--- src/rtl/mp_add_pkg.sv ---
// mp_add_pkg: shared types and constants for the multi-precision add scheduler.
//   state_t     - scheduler FSM states (IDLE, RUN, DONE)
//   WIDTH_DEF   - default slice width (bits per FA_7bit pass)
//   CHUNKS_DEF  - default number of slices per operation
//   clog2()     - chunk-counter width, never less than 1 bit
package mp_add_pkg;

    typedef enum logic [1:0] {
        IDLE = 2'd0,
        RUN  = 2'd1,
        DONE = 2'd2
    } state_t;

    localparam int WIDTH_DEF  = 7;
    localparam int CHUNKS_DEF = 4;

    function automatic int clog2(input int v);
        int r;
        r = 1;
        while ((1 << r) < v) r++;
        return r;
    endfunction

endpackage

--- src/rtl/mp_add_sched_if.sv ---
// mp_add_sched_if: request/result bundle between the ALU issue logic,
// the result consumer and mp_add_sched.
//   in0_* / in1_*    - requester valid/ready handshake, operands A/B, carry-in
//   out_*            - result valid/ready handshake, sum S, carry-out, requester id
//   modport master   - the requester/consumer side
//   modport slave    - the scheduler side
interface mp_add_sched_if #(
    parameter int N = mp_add_pkg::WIDTH_DEF * mp_add_pkg::CHUNKS_DEF
) ();

    logic         in0_valid;
    logic         in0_ready;
    logic [N-1:0] A0;
    logic [N-1:0] B0;
    logic         cin0;

    logic         in1_valid;
    logic         in1_ready;
    logic [N-1:0] A1;
    logic [N-1:0] B1;
    logic         cin1;

    logic         out_valid;
    logic         out_ready;
    logic [N-1:0] S;
    logic         cout;
    logic         out_id;

    modport master (
        output in0_valid, A0, B0, cin0,
        output in1_valid, A1, B1, cin1,
        output out_ready,
        input  in0_ready, in1_ready,
        input  out_valid, S, cout, out_id
    );

    modport slave (
        input  in0_valid, A0, B0, cin0,
        input  in1_valid, A1, B1, cin1,
        input  out_ready,
        output in0_ready, in1_ready,
        output out_valid, S, cout, out_id
    );

endinterface

--- src/rtl/FA_7bit.sv ---
// FA_7bit: ripple-carry slice adder shared by the scheduler.
//   a, b  - slice operands (width bits)
//   cin   - carry into the slice
//   s     - slice sum
//   cout  - carry out of the slice
module FA_7bit #(
    parameter int width = 7
) (
    input  logic [width-1:0] a,
    input  logic [width-1:0] b,
    input  logic             cin,
    output logic [width-1:0] s,
    output logic             cout
);

    assign {cout, s} = {1'b0, a} + {1'b0, b} + {{width{1'b0}}, cin};

endmodule

--- src/rtl/mp_add_sched.sv ---
// mp_add_sched: shares one FA_7bit slice between two requesters to perform
// N = WIDTH*CHUNKS bit adds with carry-in. Round-robin arbitration, operands
// latched on accept, slices processed LSB first through a carry register,
// result returned over a valid/ready port.
//   clk  - clock, all state on the rising edge
//   rst  - synchronous active-high reset (aborts any operation in flight)
//   bus  - mp_add_sched_if.slave: two request ports and the result port
module mp_add_sched
    import mp_add_pkg::*;
#(
    parameter int WIDTH  = WIDTH_DEF,
    parameter int CHUNKS = CHUNKS_DEF
) (
    input  logic          clk,
    input  logic          rst,
    mp_add_sched_if.slave bus
);

    localparam int              N    = WIDTH * CHUNKS;
    localparam int              CW   = clog2(CHUNKS);
    localparam logic [CW-1:0]   LAST = CW'(CHUNKS - 1);

    state_t          state;
    logic            rr_last;     // requester granted most recently
    logic [CW-1:0]   cnt;         // slice being processed in RUN
    logic            carry;
    logic [N-1:0]    a_r;
    logic [N-1:0]    b_r;
    logic [N-1:0]    s_r;
    logic            cout_r;
    logic            out_id_r;
    logic            out_valid_r;

    logic            g0;
    logic            g1;
    logic [WIDTH-1:0] sl_a;
    logic [WIDTH-1:0] sl_b;
    logic [WIDTH-1:0] sl_s;
    logic             sl_co;

    // A lone requester always wins; on a tie the one not served last wins.
    assign g0 = bus.in0_valid & (~bus.in1_valid | rr_last);
    assign g1 = bus.in1_valid & (~bus.in0_valid | ~rr_last);

    assign bus.in0_ready = (state == IDLE) & g0;
    assign bus.in1_ready = (state == IDLE) & g1;

    assign bus.out_valid = out_valid_r;
    assign bus.S         = s_r;
    assign bus.cout      = cout_r;
    assign bus.out_id    = out_id_r;

    // chunk mux feeding the shared slice
    assign sl_a = WIDTH'(a_r >> (int'(cnt) * WIDTH));
    assign sl_b = WIDTH'(b_r >> (int'(cnt) * WIDTH));

    FA_7bit #(.width(WIDTH)) u_fa (
        .a    (sl_a),
        .b    (sl_b),
        .cin  (carry),
        .s    (sl_s),
        .cout (sl_co)
    );

    always_ff @(posedge clk) begin
        if (rst) begin
            state       <= IDLE;
            rr_last     <= 1'b1;
            cnt         <= '0;
            carry       <= 1'b0;
            a_r         <= '0;
            b_r         <= '0;
            s_r         <= '0;
            cout_r      <= 1'b0;
            out_id_r    <= 1'b0;
            out_valid_r <= 1'b0;
        end else begin
            unique case (state)
                IDLE: begin
                    // g0/g1 are one-hot when set, so g1 alone selects the winner
                    if (g0 | g1) begin
                        a_r      <= g1 ? bus.A1 : bus.A0;
                        b_r      <= g1 ? bus.B1 : bus.B0;
                        carry    <= g1 ? bus.cin1 : bus.cin0;
                        out_id_r <= g1;
                        rr_last  <= g1;
                        cnt      <= '0;
                        state    <= RUN;
                    end
                end
                RUN: begin
                    s_r[int'(cnt)*WIDTH +: WIDTH] <= sl_s;
                    carry <= sl_co;
                    if (cnt == LAST) begin
                        cout_r      <= sl_co;
                        out_valid_r <= 1'b1;
                        cnt         <= '0;
                        state       <= DONE;
                    end else begin
                        cnt <= cnt + 1'b1;
                    end
                end
                DONE: begin
                    if (bus.out_ready) begin
                        out_valid_r <= 1'b0;
                        state       <= IDLE;
                    end
                end
                default: state <= IDLE;
            endcase
        end
    end

endmodule

--- src/flat_wrapper.sv ---
// flat-port wrapper written by rule: the top's interface ports become plain ports
module mp_add_sched_flat import mp_add_pkg::*;
#(
    parameter int WIDTH  = WIDTH_DEF,
    parameter int CHUNKS = CHUNKS_DEF
)
  (clk, rst, bus_in0_valid, bus_A0, bus_B0, bus_cin0, bus_in1_valid, bus_A1, bus_B1, bus_cin1, bus_out_ready, bus_in0_ready, bus_in1_ready, bus_out_valid, bus_S, bus_cout, bus_out_id);
  mp_add_sched_if #(.N((WIDTH * CHUNKS))) bus_i ();
  input  logic clk;
  input  logic rst;
  input wire logic [$bits(bus_i.in0_valid)-1:0] bus_in0_valid;
  input wire logic [$bits(bus_i.A0)-1:0] bus_A0;
  input wire logic [$bits(bus_i.B0)-1:0] bus_B0;
  input wire logic [$bits(bus_i.cin0)-1:0] bus_cin0;
  input wire logic [$bits(bus_i.in1_valid)-1:0] bus_in1_valid;
  input wire logic [$bits(bus_i.A1)-1:0] bus_A1;
  input wire logic [$bits(bus_i.B1)-1:0] bus_B1;
  input wire logic [$bits(bus_i.cin1)-1:0] bus_cin1;
  input wire logic [$bits(bus_i.out_ready)-1:0] bus_out_ready;
  output wire logic [$bits(bus_i.in0_ready)-1:0] bus_in0_ready;
  output wire logic [$bits(bus_i.in1_ready)-1:0] bus_in1_ready;
  output wire logic [$bits(bus_i.out_valid)-1:0] bus_out_valid;
  output wire logic [$bits(bus_i.S)-1:0] bus_S;
  output wire logic [$bits(bus_i.cout)-1:0] bus_cout;
  output wire logic [$bits(bus_i.out_id)-1:0] bus_out_id;
  assign bus_i.in0_valid = bus_in0_valid;
  assign bus_i.A0 = bus_A0;
  assign bus_i.B0 = bus_B0;
  assign bus_i.cin0 = bus_cin0;
  assign bus_i.in1_valid = bus_in1_valid;
  assign bus_i.A1 = bus_A1;
  assign bus_i.B1 = bus_B1;
  assign bus_i.cin1 = bus_cin1;
  assign bus_i.out_ready = bus_out_ready;
  assign bus_in0_ready = bus_i.in0_ready;
  assign bus_in1_ready = bus_i.in1_ready;
  assign bus_out_valid = bus_i.out_valid;
  assign bus_S = bus_i.S;
  assign bus_cout = bus_i.cout;
  assign bus_out_id = bus_i.out_id;
  mp_add_sched #(.WIDTH(WIDTH), .CHUNKS(CHUNKS)) u_core (.clk(clk), .rst(rst), .bus(bus_i));
endmodule
--- config.mk ---
export PLATFORM = sky130hd
export DESIGN_NAME = mp_add_sched_flat
export DESIGN_NICKNAME = d
export VERILOG_FILES = /design/src/rtl/mp_add_pkg.sv /design/src/rtl/mp_add_sched_if.sv /design/src/rtl/FA_7bit.sv /design/src/rtl/mp_add_sched.sv /design/src/flat_wrapper.sv
export SDC_FILE = /design/constraint.sdc
export NUM_CORES = 1
export LEC_CHECK = 0
export ABC_AREA = 1
export CAP_MARGIN = 20
export CORE_MARGIN = 5
export CORE_UTILIZATION = 47
export DETAILED_ROUTE_END_ITERATION = 12
export GPL_ROUTABILITY_DRIVEN = 0
export PLACE_DENSITY = 0.9
export SLEW_MARGIN = 40
export SYNTH_ARGS = -nofsm -noshare
export SYNTH_HDL_FRONTEND = slang
export SYNTH_SLANG_ARGS = --single-unit
--- constraint.sdc ---
create_clock -name clk -period 3.8 [get_ports clk]
set_clock_uncertainty 0.15 [all_clocks]
set_input_delay 0.38 -clock clk [delete_from_list [all_inputs] [get_ports clk]]
set_output_delay 0.38 -clock clk [all_outputs]
set_load 0.03 [all_outputs]
# [Word level (Yosys, flattened, before mapping)]
# Cells that the tools add are included.
[word_totals] register_bits=93 latch_bits=0 input_bits=119 mem_bits_ro=0 ram_bits=0 out_inout_bits=33 elab_cells=59 mem_count=0
[classes] eq_ne=6 order_cmp=0 mul=1 bitwise_logic=10 addsub=4 shift=4 n_reduce_logical=8 n_mux=16 div_mod_pow=0
[op_table] op="$shr A28 B32 Y7" count=2
[op_table] op="$mux W28" count=2
[op_table] op="$neg A32 Y33" count=1
[op_table] op="$shift A7 B33 Y28 const A" count=1
[op_table] op="$shiftx A7 B33 Y28" count=1
[op_table] op="$bwmux W28" count=1
[op_table] op="$mux W2" count=5
[op_table] op="$add A7 B7 Y8" count=1
[op_table] op="$add A8 B1 Y8" count=1
[op_table] op="$pmux W2 S3" count=1
[op_table] op="$reduce_and A2 Y1" count=3
[op_table] op="$reduce_and A3 Y1" count=2
[op_table] op="$mul A2 B3 Y5 const B" count=1
[op_table] op="$and A1 B1 Y1" count=4
[op_table] op="$eq A2 B2 Y1 const B" count=2
[op_table] op="$mux W1" count=4
[op_table] op="$ne A2 B2 Y1 const B" count=2
[op_table] op="$pmux W1 S2" count=2
[op_table] op="$pmux W2 S2" count=1
[op_table] op="$reduce_bool A2 Y1" count=2
[op_table] op="$not A1 Y1" count=3
[op_table] op="$or A1 B1 Y1" count=3
[op_table] op="$add A2 B1 Y2 const B" count=1
[op_table] op="$eq A2 B1 Y1 const B" count=1
[op_table] op="other kinds (2)" count=2

# [Logic depth before layout (Yosys ltp)]
# Gate-level depths: netlist of run 1.
[depth] ltp_word=6 ltp_mapped=16 depth_no_buf=14

# [By module]
# Synthesis of run 1 repeated with hierarchy kept, for this count alone.
[unflattened] hier_cells=773 area_unflattened_um2=4998.5
[modules_own_cells] mod="mp_add_sched" seq_area_each_um2=1861.8 n_inst=1 area_per_inst_um2=4683.2 cells_each=721
[modules_own_cells] mod="FA_7bit" seq_area_each_um2=0.0 n_inst=1 area_per_inst_um2=315.3 cells_each=52

# [Least setup slack after synthesis of run 1]
# OpenSTA, ideal clock, no wires.
[synth_path] path_kind="register -> register" from="register u_core.cnt[0]" to="register u_core.s_r[11] (netlist: u_core.bus.S[11])" slack_ns=0.946 stages_incl_launch_ff=17 period_less_slack_ns=2.854 arrival_time_ns=2.633 path_buffers=2 t_required_ns=3.579 cell_sequence="dfxtp_1 > buf_2 > clkinv_1 > buf_1 > nor2_1 > o22ai_1 > fa_1 > fa_1 > nand2_1 > nand2_1 > nand2_1 > nand2_1 > nand2_1 > nand2_1 > nor2_1 > nand2_1 > a21oi_1"
[synth_between] elab_chain_cells=6 word_cells_on_any_way=9
[synth_lines] item="from (decl)" line_no="mp_add_sched.sv:25" text="logic [CW-1:0] cnt;"
[synth_lines] item="from (signal assigned)" line_no="mp_add_sched.sv:100" text="cnt <= cnt + 1'b1;"
[synth_lines] item="$mul A2 B3 Y5 *" line_no="mp_add_sched.sv:54, mp_add_sched.sv:55, mp_add_sched.sv:92"
[synth_lines] item="$shr A28 B32 Y7 (on tied branches)" line_no="mp_add_sched.sv:54, mp_add_sched.sv:55"
[synth_lines] item="$add A7 B7 Y8" line_no="FA_7bit.sv:16" text="assign {cout, s} = {1'b0, a} + {1'b0, b} + {{width{1'b0}}, cin};"
[synth_lines] item="$add A8 B1 Y8" line_no="FA_7bit.sv:16"
[synth_lines] item="$shiftx A7 B33 Y28" line_no="mp_add_sched.sv:92" text="s_r[int'(cnt)*WIDTH +: WIDTH] <= sl_s;"
[synth_lines] item="$bwmux W28 *" line_no="mp_add_sched.sv:92"
[synth_lines] item="to (signal, indexed assignment)" line_no="mp_add_sched.sv:92"
[synth_lines] item="to (decl)" line_no="mp_add_sched.sv:29" text="logic [N-1:0] s_r;"
# Every way passes the cells marked *; elsewhere a longest branch is shown, timed or not.
# A chain may end at the register's enable or synchronous reset.

# [Worst setup path in the final report of run 1]
[layout_path] from="register u_core.cnt[0]" to="register u_core.s_r[25] (netlist: u_core.bus.S[25])"
# Same word-level chain as after synthesis.

==> impl_metrics.csv, run 1 <==
group,metric,value,unit
global_routing,grt_overflow,0,
global_routing,grtUsageTotal,20.0,%
synthesis,synth_top_area_share,38.8,%
cells_and_area,nets,948,
cells_and_area,synthToLayoutAreaGrowth,36.1,%
floorplanning,die_w,111,um
pwr,power_density,370,mW/mm^2
floorplanning,rows,36,
drt,vias_per_cell,5.08,
drt,drtAntennaViolNets,0,
drt,drc,0,
pwr,switching_power,0.000811,W
global_routing,grt_pass1_wl,20.9,mm
pwr,leakage,2.66,nW
cells_and_area,fillers,806,
clocking,clk_path_buf_depth,2,
synthesis,ys.flop_type,"dfxtp_1",
cells_and_area,diodes,0,
clocking,cts_tree,"yes",
place,dp_hpwl,9.42,mm
global_routing,antenna_found_initial,0,
global_routing,grt_use_met3,5.19,%
drt,drtPass1Iterations,5,
drt,routedWlPerCell,13.3,um
worst_setup_path,crit_arrival,3.21,ns
worst_setup_path,crit_path_frequent_cell,"nand2_1",
pwr,clkPwrFrac,24.8,%
pwr,switching_share,33.6,%
clocking,hold_buffers,0,
synthesis,synth_edf_count,0,
sta,worstMarginPinSlew,0.634,ns
synthesis,async_reset_ff_share,0,%
global_routing,grt_pass1_vias,4522,
worst_setup_path,crit_fanout,14,
place,portBuffers,151,
clocking,clk_pin_slew,0.09,ns
synthesis,synth_most_common_cell,"nor2_1",
floorplanning,dieArea,0.0123,sq mm
sta,finalHoldViolCount,0,
worst_setup_path,endpoint_kind,"register",
synthesis,synth_area_per_cell,6.97,sq um
synthesis,syn_inst,689,
synthesis,yosysUniqueCellTypes,30,
synthesis,synth_area_leaders,"dfxtp_1 (39%), nor2_1 (12%), a211oi_1 (8.9%)",
drt,wirelength,12.7,mm
worst_setup_path,critical_path.slowest_cell,"fa_1",
synthesis,syn-cell-area,0.00480,sq mm
drt,drt_iter0_markers,308,
floorplanning,core_area,0.00986,sq mm
min_path,worstHoldPathType,"register to register",
floorplanning,start_util,48.7,%
clocking,cts_setup_buffers,0,
worst_setup_path,start_kind,"register",
clocking,ctsResizeCount,0,
clocking,h-tree-depth,3,
synthesis,ys_seq_area_share,38.8,%
worst_setup_path,crit_required,3.94,ns
flow_run,drv_cap,0,
clocking,cts_buffers,9,
sta,hold_ws,0.319,ns
sta,period_needed,3.07,ns
global_routing,top_usage_layer,"met2",
sta,slew_headroom,57.7,%
drt,dr_total_vias,4842,
synthesis,synthTopCellsByCount,"nor2_1 (157), dfxtp_1 (93), inv_1 (74)",
synthesis,syn_nets,822,
cells_and_area,fin_area,0.00653,sq mm
pwr,p_int,0.00160,W
worst_setup_path,worstSetupPathType,"register to register",
worst_setup_path,slowest_delay,0.42,ns
sta,min_period_over_period,80.9,%
synthesis,synth-seq-cells,93,
pwr,power.share.sequential,45.5,%
sta,clock.fmax,325,MHz
global_routing,grt_use_met1,25.7,%
clocking,ctsRootBufferMaster,"clkbuf_8",
clocking,clock-sinks,93,
floorplanning,die_h,111,um
sta,rsz0062_at_grt,"false",
pwr,peakVddDrop,0.196,mV
sta,slew_violations,0,
run_status,outcome,"finished clean",
worst_setup_path,cp_top_family,"adder cells",
cells_and_area,drive_gt1_share,4.39,%
pwr,p_comb_share,29.7,%
worst_setup_path,crit_chain,"clkinv_1 > buf_4 > o21ai_0 > o22ai_1 > fa_1 > fa_1 > nand2_1 > nand2_1 > nand2_1 > nand2_1 > nand2_1 > nand2_1 > nor2_1 > nand2_1 > a21oi_1",
worst_setup_path,critPathBufInv,2,
clocking,clock_latency,0.37,ns
sta,final.setup.tns,0,ns
global_routing,met2_usage,32.7,%
synthesis,yosysWarnings,0,
place,place_area,0.00636,sq mm
global_routing,grt_max_degree,115,
sta,setup_violations,0,
synthesis,synth_top_area_cell,"dfxtp_1",
floorplanning,io_pins,152,
layout by cell type, fill, tap and decap left out:
cell type	netlist	final
nand3_1	15	15
inv_6	0	3
o21ai_0	66	66
a211oi_1	57	57
nand2_1	71	71
clkinvlp_4	0	2
clkinv_2	0	2
clkbuf_1	21	1
ha_1	12	12
inv_1	74	74
nand4_1	4	4
clkinv_1	2	2
fa_1	2	2
a21oi_1	34	34
nor3_1	1	1
nor2_8	1	1
buf_4	1	7
dfxtp_1	93	93
nor2_2	4	4
xor2_1	1	1
nor4_4	1	1
nand3b_1	2	2
o22ai_1	14	14
nand2_2	2	2
o21ai_4	0	2
clkdlybuf4s50_1	0	151
nor2_1	157	157
a22oi_1	4	4
inv_2	3	2
o211ai_1	1	1
clkbuf_8	0	9
buf_12	0	1
o21ai_1	22	22
layout make-up:
cell class / count / area (sq um) / share of cell area (%)
clock buffers: 10 / 128 / 1.95
repair buffers: 159 / 1580 / 24.2
inverters: 79 / 298 / 4.56
multi-input cells: 473 / 2450 / 37.5
well taps: 133 / 166 / 2.55
clock inverters: 6 / 46.3 / 0.709
flip-flops and latches: 93 / 1860 / 28.5
kinds of logic after synthesis:
group                    share of synthesized area [%]
buffers and inverters                             10.5
AO/OA/AOI/OAI                                     24.6
flip-flops                                        38.8
AND/OR/NAND/NOR                                   22.0
XOR/XNOR                                         0.182
adder cells (fa/ha/maj)                           3.96
power groups by stage:
stage	sequential [W]	clock [W]	combinational, W
final	0.00110	0.000599	0.000718
after global placement	0.00112	0	0.000699
after CTS	0.00110	0.000609	0.000718
after global routing	0.00111	0.000643	0.000807
after detailed placement	0.00112	0	0.000715
after floorplan	0.00112	0	0.000451
stage by stage:
step	power (W)	worst slack [ns]	utilization, %	cells
floorplan	0.00157	0.946	-	689
global placement	0.00182	0.909	64.5	937
detailed placement	0.00183	0.817	64.5	937
CTS	0.00242	0.752	66.2	953
global route	0.00256	0.465	66.2	953
finish	0.00241	0.726	66.2	953
worst register-to-register path, cell delays in order (launching register included):
cell      delay [ns]
dfxtp_1         0.34
clkinv_1        0.31
buf_4           0.31
o21ai_0         0.15
o22ai_1         0.10
fa_1            0.41
fa_1            0.42
nand2_1         0.08
nand2_1         0.08
nand2_1         0.06
nand2_1         0.04
nand2_1         0.09
nand2_1         0.05
nor2_1          0.14
nand2_1         0.08
a21oi_1         0.16
state kept, by name, summed over array words and instances, names as in the netlist:
name	count
u_core.a_r	28
u_core.cnt	2
u_core.bus.cout	1
u_core.b_r	28
u_core.bus.out_valid	1
u_core.bus.S	28
u_core.bus.out_id	1
u_core.rr_last	1
u_core.state	2
u_core.carry	1
final timing paths:
| check | startpoint | endpoint | slack [ns] | cells past startpoint |
|---|---|---|---|---|
| setup / recovery | u_core.cnt[0] | u_core.bus.S[25] | 0.73 | 15 |
| setup reg to reg | u_core.cnt[0] | u_core.bus.S[25] | 0.73 | 15 |
| hold / removal | u_core.bus.S[1] | u_core.bus.S[1] | 0.32 | 2 |
| hold reg to reg | u_core.bus.S[1] | u_core.bus.S[1] | 0.32 | 2 |
metal layers:
layer	up-vias	part of all wire (%)	routed length, um
li1	2542	-	-
met3	21	7.2	919
met2	159	46	5840
met1	2120	45	5680
met4	0	1.9	242
met5	-	0	0
Note: power is estimated with default switching activity, not from simulation.
==> inputs of run 2 (changes only) <==
==> constraint.sdc (replaced) <==
create_clock -name clk -period 2.85 [get_ports clk]
set_clock_uncertainty 0.15 [all_clocks]
set_input_delay 0.285 -clock clk [delete_from_list [all_inputs] [get_ports clk]]
set_output_delay 0.285 -clock clk [all_outputs]
set_load 0.03 [all_outputs]
==> run 2 against run 1 <==
Net effect:
- register-to-register slack worse by 0.49 ns
- fmax rose by 18%
- largest cell class unchanged
- worst hold slack gained 0.00070 ns
- non-clock buffer count grew 7
- worst setup slack got worse by 0.49 ns
- sequential share of layout area shrank 0.19 points
- final area rose by 0.94%
- final cell count is 0.73% higher
==> impl_metrics.csv, run 2 (same netlist as run 1, synthesis figures left out) <==
group,metric,value,unit
floorplanning,core_area,0.00986,sq mm
global_routing,grtUsageTotal,20.0,%
cells_and_area,fillers,806,
clocking,cts_buffers,9,
pwr,power_density,492,mW/mm^2
sta,final.setup.tns,0,ns
drt,vias_per_cell,5.19,
pwr,leakage,2.69,nW
drt,drtPass1Iterations,5,
worst_setup_path,worstSetupPathType,"register to register",
place,portBuffers,151,
sta,slew_headroom,56.5,%
cells_and_area,synthToLayoutAreaGrowth,37.4,%
worst_setup_path,endpoint_kind,"register",
floorplanning,die_w,111,um
cells_and_area,nets,955,
cells_and_area,fin_area,0.00660,sq mm
clocking,clk_pin_slew,0.10,ns
cells_and_area,layout_common_cells,"nor2_1 (157), clkdlybuf4s50_1 (151), dfxtp_1 (91), inv_1 (74), nand2_1 (71)",
global_routing,grt_pass1_vias,4508,
worst_setup_path,crit_required,3.00,ns
min_path,worstHoldPathType,"register to register",
drt,drc,0,
sta,min_period_over_period,91.7,%
floorplanning,start_util,48.7,%
floorplanning,dieArea,0.0123,sq mm
clocking,cts_tree,"yes",
clocking,ctsRootBufferMaster,"clkbuf_8",
cells_and_area,seq_area,0.00187,sq mm
floorplanning,rows,36,
worst_setup_path,start_kind,"register",
drt,drtAntennaViolNets,0,
drt,dr_total_vias,4978,
sta,period_needed,2.61,ns
cells_and_area,diodes,0,
cells_and_area,layout_commonest_cell,"nor2_1",
clocking,clock-sinks,93,
pwr,power,0.00324,W
cells_and_area,fin_util,66.9,%
sta,clock.fmax,383,MHz
clocking,clock_latency,0.37,ns
min_path,min_to,"u_core.bus.S[17]",
place,dp_hpwl,9.86,mm
global_routing,grt_pass1_wl,20.8,mm
sta,rsz0062_at_grt,"false",
clocking,clk_path_buf_depth,2,
sta,worstMarginPinSlew,0.652,ns
clocking,h-tree-depth,3,
global_routing,grt_max_degree,91,
clocking,cts_setup_buffers,0,
worst_setup_path,crit_fanout,10,
floorplanning,io_pins,152,
cells_and_area,multiInputGateArea,0.00245,sq mm
worst_setup_path,r2r_end,"u_core.bus.S[25]",
clocking,hold_buffers,0,
place,place_area,0.00641,sq mm
floorplanning,die_h,111,um
sta,slew_violations,0,
min_path,hold_path_depth,2,
global_routing,antenna_found_initial,0,
worst_setup_path,regToRegStartpoint,"u_core.cnt[1]",
worst_setup_path,crit_arrival,2.76,ns
flow_run,drv_cap,0,
worst_setup_path,rr_worst_depth,14,
drt,wirelength,13.0,mm
drt,drt_iter0_markers,406,
min_path,worstHoldStart,"u_core.bus.S[17]",
run_status,outcome,"finished clean",
cells_and_area,drive_gt1_share,5.68,%
drt,routedWlPerCell,13.5,um
sta,setup_violations,0,
pwr,peakVddDrop,0.232,mV
global_routing,grt_overflow,0,
worst_setup_path,r2r_slack,0.24,ns
sta,finalHoldViolCount,0,
-- run 2: repair_timing --
| action | 4_1_cts | 5_1_grt |
|---|---|---|
| setup endpoints to repair | 8 | 10 |
| gates resized for setup | 2 | 4 |
| hold endpoints to repair | 0 | 0 |
-- run 2: per-layer routing --
layer | vias up | global-route usage (%) | part of all wire, %
met5 | - | 0 | 0
met3 | 20 | 3.71 | 7.6
met2 | 218 | 33.7 | 47
met4 | 0 | 5.76 | 1.4
met1 | 2191 | 26.2 | 44
li1 | 2549 | - | -
-- run 2: how the worst max path moves through the flow --
| stage | from | end | slack [ns] |
|---|---|---|---|
| 4_1_cts | u_core.cnt[1] | u_core.bus.S[25] | 0.08 |
| 3_5_place_dp | u_core.cnt[0] | u_core.bus.S[25] | -0.04 |
| 2_1_floorplan | u_core.cnt[0] | u_core.bus.S[11] | 0.02 |
| 3_3_place_gp | u_core.cnt[0] | u_core.bus.S[11] | 0.15 |
| 5_1_grt | u_core.cnt[0] | u_core.bus.S[25] | 0.03 |
| 6_report | u_core.cnt[1] | u_core.bus.S[25] | 0.24 |
-- run 2: area by class of cell --
class                           count  area share (%)
Clock inverter                      6           0.702
Tap cell                          133            2.52
Timing Repair Buffer              166            24.8
Inverter                           79            4.53
Multi-Input combinational cell    473            37.2
Sequential cell                    93            28.3
Clock buffer                       10            1.94
-- run 2: critical path: stages (launching register included) --
cell,delay [ns]
dfxtp_2,0.43
inv_1,0.15
o21ai_1,0.12
o22ai_1,0.12
fa_1,0.45
fa_2,0.39
nand2_1,0.08
nand2_1,0.08
nand2_1,0.06
nand2_1,0.04
nand2_1,0.09
nand2_1,0.06
nor2_1,0.12
nand2_1,0.08
a21oi_1,0.14
-- run 2: report_power, final --
part           total, W  switching, W  internal [W]
combinational  0.000982      0.000555      0.000426
clock          0.000788      0.000465      0.000323
sequential      0.00147     0.0000680       0.00140
-- run 2: stage by stage --
step,std cells,hold WS (ns),worst slack [ns]
after floorplan,689,0.282,0.0241
after global placement,944,0.302,0.154
after detailed placement,944,0.309,-0.0444
after CTS,960,0.323,0.0756
after global routing,960,0.331,0.0258
final,960,0.320,0.238
